===== config.mk =====
export PLATFORM = sky130hd
export DESIGN_NAME = if_axi_fetch_ctrl
export DESIGN_NICKNAME = d
export VERILOG_FILES = /design/src/rtl/if_axi_fetch_ctrl_pkg.sv /design/src/rtl/if_axi_fetch_ctrl.sv
export SDC_FILE = /design/constraint.sdc
export NUM_CORES = 1
export LEC_CHECK = 0
export BUFFER_PORTS_ARGS = -buffer_cell sky130_fd_sc_hd__buf_2
export CAP_MARGIN = 20
export CORE_ASPECT_RATIO = 0.9
export CORE_MARGIN = 1
export CORE_UTILIZATION = 39
export CTS_CLUSTER_SIZE = 16
export DETAILED_ROUTE_END_ITERATION = 8
export GPL_TIMING_DRIVEN = 1
export PLACE_DENSITY = 0.78
export SKIP_CTS_REPAIR_TIMING = 1
export SYNTH_ARGS = -nofsm -noshare
export SYNTH_HDL_FRONTEND = slang
export SYNTH_SLANG_ARGS = --single-unit

===== constraint.sdc =====
create_clock -name clk -period 2.8 [get_ports clk]
set_input_delay 0.56 -clock clk [delete_from_list [all_inputs] [get_ports clk]]
set_output_delay 0.56 -clock clk [all_outputs]
set_load 0.05 [all_outputs]

===== src/rtl/if_axi_fetch_ctrl_pkg.sv =====
// Shared constants and state encoding for the IF-stage AXI-Lite fetch sequencer.
// Imported by the fetch controller top.
package if_axi_fetch_ctrl_pkg;

  localparam logic        RST_ENABLE    = 1'b1;
  localparam logic        CHIP_ENABLE   = 1'b1;
  localparam logic [31:0] ZEROWORD      = 32'h0000_0000;
  localparam int          INST_ADDR_BUS = 32;

  localparam int                    AXI_RESP_W    = 2;
  localparam logic [AXI_RESP_W-1:0] AXI_RESP_OKAY = 2'b00;

  typedef enum logic [1:0] {
    S_IDLE = 2'd0,
    S_ADDR = 2'd1,
    S_DATA = 2'd2,
    S_DONE = 2'd3
  } fetch_state_e;

  function automatic logic is_word_aligned(input logic [1:0] lsbs);
    return lsbs == 2'b00;
  endfunction

endpackage


===== src/rtl/if_axi_fetch_ctrl.sv =====
// IF-stage fetch sequencer: one AXI-Lite AR/R transaction per pc, stalls the
// pipeline while waiting and presents the fetched word to the IF/ID register.
module if_axi_fetch_ctrl
  import if_axi_fetch_ctrl_pkg::*;
#(
  parameter int          ADDR_W   = INST_ADDR_BUS,
  parameter int          DATA_W   = 32,
  parameter logic [31:0] NOP_INST = ZEROWORD
) (
  input  logic                  clk,
  input  logic                  rst,
  input  logic [ADDR_W-1:0]     pc,
  input  logic                  ce,
  input  logic [5:0]            stall,
  input  logic                  flush,
  output logic                  stallreq_if,
  output logic [DATA_W-1:0]     inst,
  output logic                  inst_valid,
  output logic                  fetch_err,
  output logic [ADDR_W-1:0]     araddr,
  output logic                  arvalid,
  input  logic                  arready,
  input  logic [DATA_W-1:0]     rdata,
  input  logic [AXI_RESP_W-1:0] rresp,
  input  logic                  rvalid,
  output logic                  rready
);

  localparam logic [DATA_W-1:0] NOP_WORD = DATA_W'(NOP_INST);

  fetch_state_e      state_q, state_d;
  logic [ADDR_W-1:0] araddr_q, araddr_d;
  logic              arvalid_q, arvalid_d;
  logic              rready_q, rready_d;
  logic [DATA_W-1:0] inst_q, inst_d;
  logic              inst_valid_q, inst_valid_d;
  logic              fetch_err_q, fetch_err_d;
  logic              discard_q, discard_d;
  logic              abort;

  // Only the PC/IF hold bit matters to this stage.
  logic unused_stall;
  assign unused_stall = ^stall[5:1];

  // A redirect or a dropped chip enable both mean the in-flight word is stale.
  assign abort = flush | (ce != CHIP_ENABLE);

  // NOTE: every _d gets a default first so no path through the case infers a latch.
  always_comb begin
    state_d      = state_q;
    araddr_d     = araddr_q;
    arvalid_d    = arvalid_q;
    rready_d     = rready_q;
    inst_d       = inst_q;
    inst_valid_d = inst_valid_q;
    fetch_err_d  = 1'b0;
    discard_d    = discard_q;

    unique case (state_q)
      S_IDLE: begin
        inst_valid_d = 1'b0;
        if (!flush && ce == CHIP_ENABLE) begin
          if (is_word_aligned(pc[1:0])) begin
            araddr_d  = pc;
            arvalid_d = 1'b1;
            state_d   = S_ADDR;
          end else begin
            inst_d      = NOP_WORD;
            fetch_err_d = 1'b1;
            state_d     = S_DONE;
          end
        end
      end

      S_ADDR: begin
        if (abort) discard_d = 1'b1;
        if (arready) begin
          arvalid_d = 1'b0;
          rready_d  = 1'b1;
          state_d   = S_DATA;
        end
      end

      S_DATA: begin
        if (abort) discard_d = 1'b1;
        if (rvalid) begin
          rready_d = 1'b0;
          if (discard_q || abort) begin
            discard_d = 1'b0;
            state_d   = S_IDLE;
          end else if (rresp == AXI_RESP_OKAY) begin
            inst_d       = rdata;
            inst_valid_d = 1'b1;
            state_d      = S_DONE;
          end else begin
            inst_d       = NOP_WORD;
            inst_valid_d = 1'b1;
            fetch_err_d  = 1'b1;
            state_d      = S_DONE;
          end
        end
      end

      S_DONE: begin
        if (flush || !stall[0]) begin
          inst_valid_d = 1'b0;
          inst_d       = NOP_WORD;
          state_d      = S_IDLE;
        end
      end

      default: state_d = S_IDLE;
    endcase
  end

  // NOTE: sequential state uses non-blocking assignments so every flop samples pre-edge values.
  always_ff @(posedge clk) begin
    if (rst == RST_ENABLE) begin
      state_q      <= S_IDLE;
      araddr_q     <= '0;
      arvalid_q    <= 1'b0;
      rready_q     <= 1'b0;
      inst_q       <= NOP_WORD;
      inst_valid_q <= 1'b0;
      fetch_err_q  <= 1'b0;
      discard_q    <= 1'b0;
    end else begin
      state_q      <= state_d;
      araddr_q     <= araddr_d;
      arvalid_q    <= arvalid_d;
      rready_q     <= rready_d;
      inst_q       <= inst_d;
      inst_valid_q <= inst_valid_d;
      fetch_err_q  <= fetch_err_d;
      discard_q    <= discard_d;
    end
  end

  assign stallreq_if = ce & (state_q != S_DONE);
  assign araddr      = araddr_q;
  assign arvalid     = arvalid_q;
  assign rready      = rready_q;
  assign inst        = inst_q;
  assign inst_valid  = inst_valid_q;
  assign fetch_err   = fetch_err_q;

endmodule


After elaboration in Yosys (flattened, before gate mapping). Index checks and enable logic that the tools add are counted.

Register bits: 71. Bits of input ports: 78. Output and inout port bits: 69. Word-level logic and storage cells: 74.

Equality and inequality tests: 11. Mux-type cells: 35. Bitwise logic cells: 3. Reductions and logical operators: 17.

Operator list (number): $mux 32 (6); $pmux 32 s3 (1); $mux 1 (16); $ne 2x2->1 const B (8); $mux 2 (6); $reduce_and 4->1 (3); $pmux 1 s2 (4); $pmux 2 s4 (1); $logic_not 2->1 (3); $reduce_and 3->1 (2); $reduce_and 6->1 (1); $eq 2x2->1 const B (2); $reduce_bool 2->1 (2); $pmux 1 s3 (1); $reduce_bool 3->1 (1); $eq 2x1->1 const B (1); $logic_not 1->1 (2); $logic_or 1x1->1 (2); $and 1x1->1 (1); $logic_and 1x1->1 (1); $not 1->1 (1); $or 1x1->1 (1).

Logic depth before layout (Yosys ltp). Gate-level depths: netlist of the first run.

Depth in word-level cells: 6. Mapped depth: 8. Depth with buffers taken out: 6.

Worst setup path before layout of the first run. Ideal clock, no wire load.

Path kind: reg2reg. From: reg state_q[0]. To: reg inst_q[0], in the netlist inst[0]. Setup time: 120 ps. Arrival: 1847 ps. Slack: 833 ps. Stages on the path, launching flop included: 9. Buffers on the path: 2. Period minus slack after synthesis: 1967 ps. Path through: dfxtp_1 > inv_1 > ha_1 > nor2b_1 > or3_4 > a221o_1 > buf_2 > buf_6 > mux2i_1.

Word-level cells in the longest chain between the ends: 3. Elaborated cells on any way between the ends: 11. Those cells by class: eq/ne: 7; mux: 1; reduce/logical: 3.

RTL lines: from (decl) (line if_axi_fetch_ctrl.sv:31) `fetch_state_e state_q, state_d;`; from (signal assigned) (line if_axi_fetch_ctrl.sv:128) `state_q <= state_d;`; $eq 2x2->1 or $logic_not 2->1 (tied branches) (line if_axi_fetch_ctrl.sv:59) `unique case (state_q)`; $ne 2x2->1 (no source line) or $reduce_bool 3->1 (tied branches); $reduce_and 6->1 (no source line); to (signal assigned) (line if_axi_fetch_ctrl.sv:132) `inst_q <= inst_d;`; to (decl) (line if_axi_fetch_ctrl.sv:35) `logic [DATA_W-1:0] inst_q, inst_d;`.

Parallel ways exist; a longest one is shown, timed or not. A chain may end at the register's enable or synchronous reset.

Worst setup path after layout of the first run. Ends and elaborated chain as after synthesis.

==> impl_metrics.prom, run 1 <==
# TYPE chip_impl_metric gauge
chip_impl_info{name="status",value="complete, no violations"} 1
chip_impl_info{name="setup_repair_after_global_routing_missed_its_margin",value="false"} 1
chip_impl_metric{name="final_layout_size_suffix_gt1_share",unit="%"} 35.2
chip_impl_metric{name="largest_net_degree_at_the_start_of_global_routing",unit=""} 38
chip_impl_metric{name="power_density",unit="nW/um^2"} 726
chip_impl_metric{name="syn_avg_cell_area",unit="sq um"} 8.53
chip_impl_metric{name="routedWlPerCell",unit="um"} 12.0
chip_impl_metric{name="pin_count",unit=""} 147
chip_impl_metric{name="tns",unit="ns"} 0
chip_impl_metric{name="cts_buffer_depth",unit=""} 2
chip_impl_metric{name="row_count",unit=""} 28
chip_impl_metric{name="routed-via-count",unit=""} 2619
chip_impl_metric{name="worstPathRequired",unit="ns"} 2.97
chip_impl_metric{name="fillCellCount",unit=""} 654
chip_impl_metric{name="antenna_cells",unit=""} 0
chip_impl_info{name="cts_tree",value="done"} 1
chip_impl_metric{name="wl",unit="mm"} 6.70
chip_impl_metric{name="fp.dieArea",unit="sq um"} 7540
chip_impl_metric{name="cap_violations",unit=""} 0
chip_impl_metric{name="port_buffers",unit=""} 141
chip_impl_metric{name="post-route-drc-count",unit=""} 0
chip_impl_metric{name="grt_pass1_wl",unit="mm"} 10.6
chip_impl_metric{name="effective_utilization_at_floorplan",unit="%"} 41.5
chip_impl_metric{name="synth-edff-count",unit=""} 0
chip_impl_info{name="endpoint_kind",value="register"} 1
chip_impl_metric{name="sequentialPowerShare",unit="%"} 40.6
chip_impl_metric{name="clk_pin_slew_worst_paths",unit="ns"} 0.08
chip_impl_info{name="crit_path_top_delay_cell",value="sky130_fd_sc_hd__a221o_2"} 1
chip_impl_metric{name="final_nets",unit=""} 548
chip_impl_metric{name="grt_overflow",unit=""} 0
chip_impl_metric{name="post-dp-hpwl",unit="mm"} 4.74
chip_impl_metric{name="level_count_of_the_clock_h_tree",unit=""} 3
chip_impl_metric{name="synth.cell_area",unit="sq um"} 2810
chip_impl_info{name="critical_path.startpoint_type",value="register"} 1
chip_impl_metric{name="synth.net_count",unit=""} 412
chip_impl_metric{name="combPwrFrac",unit="%"} 30.7
chip_impl_metric{name="slowest_delay",unit="ns"} 0.67
chip_impl_metric{name="final_antenna_net_count",unit=""} 0
chip_impl_info{name="synth_area_leader_cell",value="sky130_fd_sc_hd__dfxtp_1"} 1
chip_impl_metric{name="cts.sink_count",unit=""} 71
chip_impl_metric{name="final_period_minus_worst_setup_slack",unit="ns"} 2.40
chip_impl_metric{name="timing.critical_path.arrival",unit="ns"} 2.57
chip_impl_metric{name="die_boundary_width",unit="um"} 91.4
chip_impl_info{name="synth_flop_type",value="sky130_fd_sc_hd__dfxtp_1"} 1
chip_impl_metric{name="postSynth.asyncResetShare",unit="%"} 0
chip_impl_metric{name="final_setup_violating_endpoints",unit=""} 0
chip_impl_info{name="ctsRootBufferMaster",value="sky130_fd_sc_hd__clkbuf_8"} 1
chip_impl_metric{name="final_core_util",unit="%"} 55.5
chip_impl_metric{name="ys_warn_count",unit=""} 0
chip_impl_metric{name="power.ir.vdd_worst",unit="mV"} 0.401
chip_impl_metric{name="cts_inserted_buffers",unit=""} 9
chip_impl_metric{name="finClkSkew",unit="ns"} 0.0111
chip_impl_metric{name="fin_crit_sh",unit="%"} 85.7
chip_impl_metric{name="drv_slew",unit=""} 0
chip_impl_metric{name="synth_cells",unit=""} 329
chip_impl_metric{name="insertion_delay",unit="ns"} 0.32
chip_impl_metric{name="synthDominantCellAreaShare",unit="%"} 50.7
chip_impl_metric{name="final_hold_viol_count",unit=""} 0
chip_impl_metric{name="net_switching",unit="uW"} 915
chip_impl_metric{name="fp.dieH",unit="um"} 82.5
chip_impl_metric{name="p_total",unit="uW"} 2720
chip_impl_metric{name="power_leakage",unit="uW"} 0.00183
chip_impl_metric{name="tightestPinTransition",unit="ns"} 0.987
chip_impl_metric{name="total_internal_power",unit="uW"} 1810
chip_impl_metric{name="crit_path_max_fanout",unit=""} 32
chip_impl_metric{name="place_congestion",unit=""} 0.768
chip_impl_metric{name="synth_sequential_area_ratio",unit="%"} 50.7
chip_impl_metric{name="area_growth",unit="%"} 33.7
chip_impl_metric{name="postSynthRegisterBits",unit=""} 71
chip_impl_metric{name="synth.distinct_cells",unit=""} 31
chip_impl_metric{name="slew_headroom",unit="%"} 34.2
chip_impl_info{name="critical_path_class",value="register to register"} 1
chip_impl_info{name="min-delay-path-class",value="register to register"} 1
chip_impl_info{name="crit_chain",value="inv_1, ha_1, nor2b_1, or3_4, a221o_2, mux2i_1"} 1
chip_impl_metric{name="drt-vias-per-instance",unit=""} 4.69
chip_impl_metric{name="max_freq",unit="MHz"} 417
chip_impl_metric{name="power_frac_clock",unit="%"} 28.6
chip_impl_info{name="post_synth_main_area_contributors",value="sky130_fd_sc_hd__dfxtp_1 51%, sky130_fd_sc_hd__nand2_1 17%, sky130_fd_sc_hd__mux2i_1 11%"} 1
chip_impl_metric{name="core_area",unit="sq um"} 6760
chip_impl_metric{name="initial_antenna_violation_count",unit=""} 0
chip_impl_metric{name="first_global_vias",unit=""} 2356
chip_impl_metric{name="power.switching_fraction",unit="%"} 33.6
chip_impl_metric{name="detailedRoute.firstIterationViolations",unit=""} 126
chip_impl_metric{name="grt_usage",unit="%"} 17.5
chip_impl_metric{name="detail_route.first_pass.iterations",unit=""} 4
==> metrics by stage <==
| stage | hold slack, ns | cell area, sq um | cells | setup WS, ns |
|---|---|---|---|---|
| 2_1_floorplan | 0.505 | 2810 | 329 | 0.833 |
| 3_3_place_gp | 0.439 | 3560 | 544 | 0.480 |
| 3_5_place_dp | 0.445 | 3560 | 544 | 0.405 |
| 4_1_cts | 0.446 | 3750 | 559 | 0.390 |
| 5_1_grt | 0.446 | 3750 | 559 | 0.257 |
| 6_report | 0.452 | 3750 | 559 | 0.400 |
==> cell families after synthesis <==
kind of cell | after synthesis | share of synthesized area (%)
AND/OR/NAND/NOR | 148 | 21.6
flip-flops | 71 | 50.7
AO/OA/AOI/OAI | 48 | 9.72
multiplexers | 32 | 11.4
buffers and inverters | 25 | 4.33
adder cells (fa/ha/maj) | 5 | 2.23
==> registers in the layout (all words and copies together), names as in the netlist <==
signal      flops
araddr         32
inst           32
state_q         2
arvalid         1
discard_q       1
fetch_err       1
inst_valid      1
rready          1
==> power by group through the flow <==
stage,combinational (uW),clock (uW),sequential (uW)
after floorplan,577,0,1250
after global placement,824,0,1130
after detailed placement,835,0,1130
after CTS,838,805,1110
after global routing,890,856,1110
final,836,779,1110
==> area by class of cell <==
| cell class | instances | area [sq um] | share of cell area, % |
|---|---|---|---|
| clock inverter | 5 | 60.1 | 1.60 |
| tap | 90 | 113 | 3.00 |
| clock buffer | 10 | 128 | 3.40 |
| sequential | 71 | 1420 | 37.9 |
| multi-input combinational | 233 | 1270 | 33.9 |
| timing repair buffer | 146 | 743 | 19.8 |
| inverter | 4 | 15.0 | 0.400 |
==> path summary, 6_finish.rpt <==
path               end  startpoint  depth (start not counted)  slack, ns
max reg2reg    inst[0]  state_q[0]                          6       0.40
min reg2reg  araddr[3]   araddr[3]                          2       0.45
min          araddr[3]   araddr[3]                          2       0.45
max            inst[0]  state_q[0]                          6       0.40
==> per-layer routing <==
metal | wire length [um] | track usage (%)
met5 | 0 | 0
met2 | 3210 | 29.8
met3 | 297 | 3.66
met4 | 134 | 9.21
met1 | 3060 | 21.3
==> synthesized netlist by cell type, drive strengths merged, types with 2 or more instances <==
| cell | instances |
|---|---|
| nand2 | 130 |
| dfxtp | 71 |
| a21oi | 37 |
| mux2i | 32 |
| clkbuf | 13 |
| buf | 8 |
| ha | 5 |
| inv | 3 |
| nor2 | 3 |
| a211oi | 2 |
| and3 | 2 |
| nand2b | 2 |
| nor2b | 2 |
| nor3b | 2 |
| nor4b | 2 |
| o211ai | 2 |
==> cells in the final DEF, fill, tap and decap left out, types with 2 or more instances in the layout <==
cell	netlist	routed
sky130_fd_sc_hd__a211oi_1	2	2
sky130_fd_sc_hd__a21oi_1	37	37
sky130_fd_sc_hd__and3_1	2	2
sky130_fd_sc_hd__buf_2	4	141
sky130_fd_sc_hd__buf_4	0	5
sky130_fd_sc_hd__clkbuf_8	0	9
sky130_fd_sc_hd__clkinv_4	0	2
sky130_fd_sc_hd__dfxtp_1	71	71
sky130_fd_sc_hd__ha_1	5	5
sky130_fd_sc_hd__inv_1	3	3
sky130_fd_sc_hd__mux2i_1	32	32
sky130_fd_sc_hd__nand2_1	130	130
sky130_fd_sc_hd__nand2b_1	2	2
sky130_fd_sc_hd__nor2_1	3	3
sky130_fd_sc_hd__nor2b_1	2	2
sky130_fd_sc_hd__nor3b_1	2	2
sky130_fd_sc_hd__o211ai_1	2	2
==> worst max-delay path: cells and delay by family (launching register included) <==
family	cells	cell delay, ns
AO/OA/AOI/OAI	1	0.67
buffers and inverters	1	0.09
adder cells (fa/ha/maj)	1	0.31
multiplexers	1	0.23
flip-flops	1	0.41
AND/OR/NAND/NOR	2	0.52
(Power assumes the default switching activity.)
==> run 2, diff against run 1 <==
Settings changed: ABC_AREA from default to 1, PLACE_DENSITY 0.78 to 0.76.
==> impl_metrics.prom, run 2 <==
# TYPE chip_impl_metric gauge
chip_impl_info{name="status",value="complete, no violations"} 1
chip_impl_metric{name="min_delay_path_depth",unit=""} 2
chip_impl_metric{name="crit_path_max_fanout",unit=""} 36
chip_impl_metric{name="largest_net_degree_at_the_start_of_global_routing",unit=""} 65
chip_impl_metric{name="final_hold_viol_count",unit=""} 0
chip_impl_metric{name="antenna_cells",unit=""} 0
chip_impl_metric{name="die_boundary_width",unit="um"} 95.5
chip_impl_metric{name="final_antenna_net_count",unit=""} 0
chip_impl_metric{name="slowest_delay",unit="ns"} 0.45
chip_impl_info{name="most_frequent_cells_after_synthesis",value="107 x sky130_fd_sc_hd__nor2_1, 80 x sky130_fd_sc_hd__nand2_1, 71 x sky130_fd_sc_hd__dfxtp_1, 36 x sky130_fd_sc_hd__nand3_1, 35 x sky130_fd_sc_hd__a21oi_1"} 1
chip_impl_metric{name="fp.dieH",unit="um"} 86.1
chip_impl_info{name="library_cell_with_the_highest_instance_count_after_synthesis",value="sky130_fd_sc_hd__nor2_1"} 1
chip_impl_metric{name="p_total",unit="uW"} 5000
chip_impl_info{name="most_utilized_layer_in_the_global_route_result",value="met2"} 1
chip_impl_metric{name="pin_count",unit=""} 147
chip_impl_metric{name="post-dp-hpwl",unit="mm"} 4.98
chip_impl_metric{name="drt-vias-per-instance",unit=""} 4.82
chip_impl_info{name="holdPathEnd",value="fetch_err"} 1
chip_impl_metric{name="level_count_of_the_clock_h_tree",unit=""} 3
chip_impl_metric{name="fin_crit_sh",unit="%"} 75.1
chip_impl_info{name="min-delay-start",value="rst"} 1
chip_impl_metric{name="crit_cells",unit=""} 9
chip_impl_metric{name="finClkSkew",unit="ns"} 0.00630
chip_impl_metric{name="ff2ff_setup_slack",unit="ns"} 0.70
chip_impl_info{name="min-delay-path-class",value="input pin to register"} 1
chip_impl_metric{name="power.ir.vdd_worst",unit="mV"} 0.467
chip_impl_info{name="layout.cells.most_common_list",value="141 x sky130_fd_sc_hd__buf_2, 107 x sky130_fd_sc_hd__nor2_1, 80 x sky130_fd_sc_hd__nand2_1, 71 x sky130_fd_sc_hd__dfxtp_1, 36 x sky130_fd_sc_hd__nand3_1"} 1
chip_impl_metric{name="synth.distinct_cells",unit=""} 24
chip_impl_info{name="synth_area_leader_cell",value="sky130_fd_sc_hd__dfxtp_1"} 1
chip_impl_metric{name="synth-edff-count",unit=""} 0
chip_impl_metric{name="global_route_met3_usage",unit="%"} 5.76
chip_impl_info{name="critical_path.top_delay_family",value="simple AND/OR/NAND/NOR gates"} 1
chip_impl_metric{name="drv_slew",unit=""} 0
chip_impl_metric{name="grt_pass1_wl",unit="mm"} 12.0
chip_impl_info{name="cts_tree",value="done"} 1
chip_impl_info{name="critical_path.startpoint_type",value="register"} 1
chip_impl_metric{name="r2r_cells",unit=""} 9
chip_impl_metric{name="port_buffers",unit=""} 141
chip_impl_metric{name="row_count",unit=""} 30
chip_impl_metric{name="routed-via-count",unit=""} 3146
chip_impl_metric{name="sequentialPowerShare",unit="%"} 29.2
chip_impl_metric{name="tightestPinTransition",unit="ns"} 0.893
chip_impl_metric{name="tns",unit="ns"} 0
chip_impl_info{name="timing.rr.start",value="state_q[0]"} 1
chip_impl_metric{name="final_setup_violating_endpoints",unit=""} 0
chip_impl_metric{name="clk_pin_slew_worst_paths",unit="ns"} 0.08
chip_impl_metric{name="slew_headroom",unit="%"} 40.4
chip_impl_metric{name="area_growth",unit="%"} 31.0
chip_impl_metric{name="cts_buffer_depth",unit=""} 2
chip_impl_metric{name="detail_route.first_pass.iterations",unit=""} 4
chip_impl_info{name="path_common_cell",value="sky130_fd_sc_hd__nand2_1"} 1
chip_impl_metric{name="net_switching",unit="uW"} 2380
chip_impl_info{name="crit_path_top_delay_cell",value="sky130_fd_sc_hd__nor2_8"} 1
chip_impl_metric{name="final_layout_size_suffix_gt1_share",unit="%"} 31.1
chip_impl_metric{name="synth.cell_area",unit="sq um"} 3070
chip_impl_metric{name="grt_met2_use",unit="%"} 32.1
chip_impl_metric{name="cts.sink_count",unit=""} 71
chip_impl_info{name="setup_repair_after_global_routing_missed_its_margin",value="false"} 1
chip_impl_metric{name="final_nets",unit=""} 635
chip_impl_metric{name="detailedRoute.firstIterationViolations",unit=""} 96
chip_impl_metric{name="effective_utilization_at_floorplan",unit="%"} 40.4
chip_impl_metric{name="worst_hold_slack",unit="ns"} 0.439
chip_impl_metric{name="grt_usage",unit="%"} 18.3
chip_impl_info{name="ctsRootBufferMaster",value="sky130_fd_sc_hd__clkbuf_8"} 1
chip_impl_metric{name="syn_avg_cell_area",unit="sq um"} 7.25
chip_impl_metric{name="synth.net_count",unit=""} 506
chip_impl_metric{name="insertion_delay",unit="ns"} 0.33
chip_impl_metric{name="critical_path_buf_inv_count",unit=""} 2
chip_impl_metric{name="groute.layer.met1.usage",unit="%"} 20.2
chip_impl_metric{name="fp.dieArea",unit="sq um"} 8220
chip_impl_metric{name="worstPathRequired",unit="ns"} 3.04
chip_impl_metric{name="synthDominantCellAreaShare",unit="%"} 46.4
chip_impl_metric{name="power_leakage",unit="uW"} 0.00209
chip_impl_metric{name="routedWlPerCell",unit="um"} 11.3
chip_impl_metric{name="postSynthRegisterBits",unit=""} 71
chip_impl_metric{name="wl",unit="mm"} 7.37
chip_impl_metric{name="postSynth.asyncResetShare",unit="%"} 0
chip_impl_metric{name="core_area",unit="sq um"} 7580
chip_impl_metric{name="final_core_util",unit="%"} 53.0
chip_impl_metric{name="cap_violations",unit=""} 0
chip_impl_metric{name="synth_sequential_area_ratio",unit="%"} 46.4
chip_impl_metric{name="post-route-drc-count",unit=""} 0
chip_impl_metric{name="max_freq",unit="MHz"} 476
chip_impl_info{name="crit_chain",value="inv_1, ha_1, nand2_1, nand2_1, nor2_8, buf_12, nand3_1, nand2_1, nor2_1"} 1
chip_impl_metric{name="synth_cells",unit=""} 423
chip_impl_info{name="critical_path_class",value="register to register"} 1
chip_impl_metric{name="final_period_minus_worst_setup_slack",unit="ns"} 2.10
chip_impl_info{name="synth_flop_type",value="sky130_fd_sc_hd__dfxtp_1"} 1
chip_impl_metric{name="grt_overflow",unit=""} 0
chip_impl_metric{name="combPwrFrac",unit="%"} 50.4
chip_impl_metric{name="initial_antenna_violation_count",unit=""} 0
chip_impl_metric{name="first_global_vias",unit=""} 2859
chip_impl_metric{name="cts_inserted_buffers",unit=""} 9
chip_impl_metric{name="placedCellCount",unit=""} 637
chip_impl_metric{name="power_frac_clock",unit="%"} 20.4
chip_impl_metric{name="final_cells",unit=""} 653
chip_impl_metric{name="total_internal_power",unit="uW"} 2610
chip_impl_metric{name="power.switching_fraction",unit="%"} 47.7
chip_impl_metric{name="timing.critical_path.arrival",unit="ns"} 2.34
chip_impl_info{name="endpoint_kind",value="register"} 1
chip_impl_metric{name="power_density",unit="nW/um^2"} 1240
chip_impl_metric{name="ys_warn_count",unit=""} 0
chip_impl_info{name="reg2reg_to",value="inst[9]"} 1
chip_impl_metric{name="place_congestion",unit=""} 0.781
chip_impl_info{name="post_synth_main_area_contributors",value="sky130_fd_sc_hd__dfxtp_1 46%, sky130_fd_sc_hd__nor2_1 13%, sky130_fd_sc_hd__nand2_1 9.8%"} 1
chip_impl_info{name="most_common_cell_after_layout_fill_and_taps_aside",value="sky130_fd_sc_hd__buf_2"} 1
-- run 2: changes by cell type after synthesis, sizes merged, moves of 9 or more --
cell and change:
o21ai +32, buf +16, nand3 +37, nand2 -48, clkbuf -9, nor2 +106
mux2i -32, inv +14
-- run 2: per-stage QoR --
stage,instance area (sq um),setup slack (ns)
floorplan,3070,1.01
global placement,3760,0.772
detailed placement,3760,0.699
CTS,4020,0.690
global route,4020,0.506
finish,4020,0.697
-- run 2: worst register-to-register path, delay by kind of cell, from the launching register on --
kind	cells	cell delay (ns)
simple gates	6	0.97
buf+inv	2	0.34
flops	1	0.41
fa+ha+maj	1	0.29
-- run 2: per-layer routing --
metal	vias up	part of all wire, %
met5	-	0
li1	1608	-
met2	109	46
met1	1418	45
met3	11	7.8
met4	0	1.3
-- run 2: final cells by class --
| cell class | instances | area, sq um |
|---|---|---|
| Clock buffer | 11 | 151 |
| Tap cell | 96 | 120 |
| Clock inverter | 5 | 104 |
| Fill cell | 744 | 3570 |
| Inverter | 17 | 63.8 |
| Multi-Input combinational cell | 307 | 1400 |
| Sequential cell | 71 | 1420 |
| Timing Repair Buffer | 146 | 756 |
-- run 2: worst max-delay path by stage --
stage / from / endpoint / slack (ns)
global placement: state_q[0] / inst[11] / 0.77
detailed placement: state_q[0] / inst[11] / 0.70
floorplan: ce / stallreq_if / 1.01
CTS: state_q[0] / inst[11] / 0.69
finish: state_q[0] / inst[9] / 0.70
global route: state_q[0] / inst[6] / 0.51
-- run 2: kinds of logic after synthesis --
group	after synthesis	synth area share, %
flops	71	46.4
fa+ha+maj	5	2.04
buf+inv	45	7.96
simple gates	231	31.5
compound gates	71	12.2
-- run 2: power groups by stage --
| stage | clock (uW) | combinational [uW] | sequential (uW) |
|---|---|---|---|
| 2_1_floorplan | 0 | 1130 | 2450 |
| 5_1_grt | 1090 | 2750 | 1500 |
| 6_report | 1020 | 2520 | 1460 |
| 3_5_place_dp | 0 | 2530 | 1480 |
| 3_3_place_gp | 0 | 2490 | 1460 |
| 4_1_cts | 1050 | 2530 | 1460 |
==> run 3, diff against run 2 <==
Clock period 2.8 ns to 2.2 ns, I/O delays scaled along.
==> impl_metrics.prom, run 3 (synthesized netlist as in run 2, its figures left out) <==
# TYPE chip_impl_metric gauge
chip_impl_info{name="status",value="complete, no violations"} 1
chip_impl_metric{name="cts_inserted_buffers",unit=""} 9
chip_impl_metric{name="final_layout_size_suffix_gt1_share",unit="%"} 30.8
chip_impl_metric{name="clk_pin_slew_worst_paths",unit="ns"} 0.07
chip_impl_metric{name="routedWlPerCell",unit="um"} 11.1
chip_impl_metric{name="max_freq",unit="MHz"} 520
chip_impl_metric{name="final_hold_viol_count",unit=""} 0
chip_impl_info{name="crit_end",value="inst[11]"} 1
chip_impl_info{name="timing.rr.start",value="state_q[0]"} 1
chip_impl_metric{name="timing.critical_path.arrival",unit="ns"} 2.15
chip_impl_info{name="critical_path_class",value="register to register"} 1
chip_impl_info{name="min-delay-path-class",value="input pin to register"} 1
chip_impl_metric{name="grt_overflow",unit=""} 0
chip_impl_metric{name="antenna_cells",unit=""} 0
chip_impl_info{name="ctsRootBufferMaster",value="sky130_fd_sc_hd__clkbuf_8"} 1
chip_impl_metric{name="drv_slew",unit=""} 0
chip_impl_metric{name="final_setup_violating_endpoints",unit=""} 0
chip_impl_metric{name="first_global_vias",unit=""} 2800
chip_impl_info{name="crit_chain",value="inv_1, ha_1, nand2_1, nand2_1, nor2_8, buf_12, nand3_1, nand2_1, nor2_1"} 1
chip_impl_metric{name="insertion_delay",unit="ns"} 0.33
chip_impl_metric{name="power_leakage",unit="uW"} 0.00207
chip_impl_metric{name="ff2ff_setup_slack",unit="ns"} 0.28
chip_impl_metric{name="cts.sink_count",unit=""} 71
chip_impl_info{name="critical_path.startpoint_type",value="register"} 1
chip_impl_metric{name="area_growth",unit="%"} 29.8
chip_impl_metric{name="detailedRoute.firstIterationViolations",unit=""} 121
chip_impl_metric{name="initial_antenna_violation_count",unit=""} 0
chip_impl_metric{name="pin_count",unit=""} 147
chip_impl_metric{name="power.ir.vdd_worst",unit="mV"} 0.546
chip_impl_metric{name="post-route-drc-count",unit=""} 0
chip_impl_metric{name="final_period_minus_worst_setup_slack",unit="ns"} 1.92
chip_impl_metric{name="post-dp-hpwl",unit="mm"} 4.94
chip_impl_metric{name="fp.dieH",unit="um"} 86.1
chip_impl_info{name="layout.cells.most_common_list",value="141 x sky130_fd_sc_hd__buf_2, 107 x sky130_fd_sc_hd__nor2_1, 80 x sky130_fd_sc_hd__nand2_1, 71 x sky130_fd_sc_hd__dfxtp_1, 36 x sky130_fd_sc_hd__nand3_1"} 1
chip_impl_metric{name="cts_buffer_depth",unit=""} 2
chip_impl_metric{name="wl",unit="mm"} 7.25
chip_impl_metric{name="finClkSkew",unit="ns"} 0.00756
chip_impl_metric{name="die_boundary_width",unit="um"} 95.5
chip_impl_metric{name="slowest_delay",unit="ns"} 0.42
chip_impl_metric{name="effective_utilization_at_floorplan",unit="%"} 40.4
chip_impl_metric{name="drt-vias-per-instance",unit=""} 4.78
chip_impl_info{name="setup_repair_after_global_routing_missed_its_margin",value="false"} 1
chip_impl_metric{name="worstPathRequired",unit="ns"} 2.42
chip_impl_info{name="critPathLaunch",value="state_q[0]"} 1
chip_impl_metric{name="r2r_cells",unit=""} 9
chip_impl_metric{name="final_nets",unit=""} 637
chip_impl_metric{name="port_buffers",unit=""} 141
chip_impl_metric{name="grt_usage",unit="%"} 17.9
chip_impl_metric{name="row_count",unit=""} 30
chip_impl_metric{name="fp.dieArea",unit="sq um"} 8220
chip_impl_metric{name="place_congestion",unit=""} 0.808
chip_impl_metric{name="routed-via-count",unit=""} 3123
chip_impl_info{name="crit_path_top_delay_cell",value="sky130_fd_sc_hd__dfxtp_1"} 1
chip_impl_metric{name="placedCellCount",unit=""} 639
chip_impl_metric{name="detail_route.first_pass.iterations",unit=""} 4
chip_impl_metric{name="largest_net_degree_at_the_start_of_global_routing",unit=""} 65
chip_impl_info{name="endpoint_kind",value="register"} 1
chip_impl_metric{name="fillCellCount",unit=""} 763
chip_impl_metric{name="grt_pass1_wl",unit="mm"} 11.9
chip_impl_info{name="cts_tree",value="done"} 1
chip_impl_metric{name="critical_path_buf_inv_count",unit=""} 2
chip_impl_metric{name="slew_headroom",unit="%"} 41.3
chip_impl_metric{name="tns",unit="ns"} 0
chip_impl_info{name="reg2reg_to",value="inst[11]"} 1
chip_impl_metric{name="final_cells",unit=""} 654
chip_impl_metric{name="tightestPinTransition",unit="ns"} 0.880
chip_impl_metric{name="core_area",unit="sq um"} 7580
chip_impl_metric{name="cap_violations",unit=""} 0
chip_impl_info{name="most_common_cell_after_layout_fill_and_taps_aside",value="sky130_fd_sc_hd__buf_2"} 1
chip_impl_metric{name="crit_cells",unit=""} 9
chip_impl_metric{name="level_count_of_the_clock_h_tree",unit=""} 3
chip_impl_metric{name="final_antenna_net_count",unit=""} 0
chip_impl_info{name="path_common_cell",value="sky130_fd_sc_hd__nand2_1"} 1
chip_impl_metric{name="fin_crit_sh",unit="%"} 87.4
chip_impl_metric{name="final_core_util",unit="%"} 52.5
chip_impl_metric{name="crit_path_max_fanout",unit=""} 28
chip_impl_metric{name="p_total",unit="uW"} 6130
chip_impl_metric{name="power_density",unit="nW/um^2"} 1540
chip_impl_info{name="critical_path.top_delay_family",value="simple AND/OR/NAND/NOR gates"} 1
-- run 3: metrics by stage --
step	cell area, sq um	hold WS [ns]	setup WS [ns]
2_1_floorplan	3070	0.484	0.560
3_5_place_dp	3800	0.434	0.294
6_report	3980	0.328	0.276
5_1_grt	3980	0.304	0.127
4_1_cts	3980	0.304	0.274
3_3_place_gp	3800	0.432	0.341
-- run 3: layout make-up --
| cell class | instances | area (sq um) | area share (%) |
|---|---|---|---|
| timing repair buffer | 148 | 796 | 20.0 |
| multi-input combinational | 307 | 1400 | 35.2 |
| tap | 96 | 120 | 3.02 |
| inverter | 17 | 63.8 | 1.60 |
| clock buffer | 11 | 131 | 3.30 |
| sequential | 71 | 1420 | 35.7 |
| clock inverter | 4 | 47.5 | 1.19 |
-- run 3: worst min-delay path: stages --
cell and delay (ns):
sky130_fd_sc_hd__buf_2 0.07, sky130_fd_sc_hd__nor2_1 0.03, sky130_fd_sc_hd__nor2_1 0.08
-- run 3: how the worst min path moves through the flow --
stage                   start    endpoint  cells past startpoint
finish                 pc[15]  araddr[15]                      3
global route           pc[24]  araddr[24]                      3
CTS                       rst   fetch_err                      2
detailed placement  araddr[0]   araddr[0]                      2
global placement    araddr[1]   araddr[1]                      2
floorplan           discard_q   discard_q                      2
-- run 3: metal layers --
layer | global-route usage, % | vias up | wire length [um]
met3 | 6.21 | 11 | 591
li1 | - | 1609 | -
met5 | 0 | - | 0
met2 | 30.3 | 119 | 3220
met1 | 21.1 | 1384 | 3350
met4 | 5.97 | 0 | 87
-- run 3: report_power, final --
part           internal [uW]  switching (uW)
Clock                    515             465
Combinational            913            2390
Sequential              1670             181
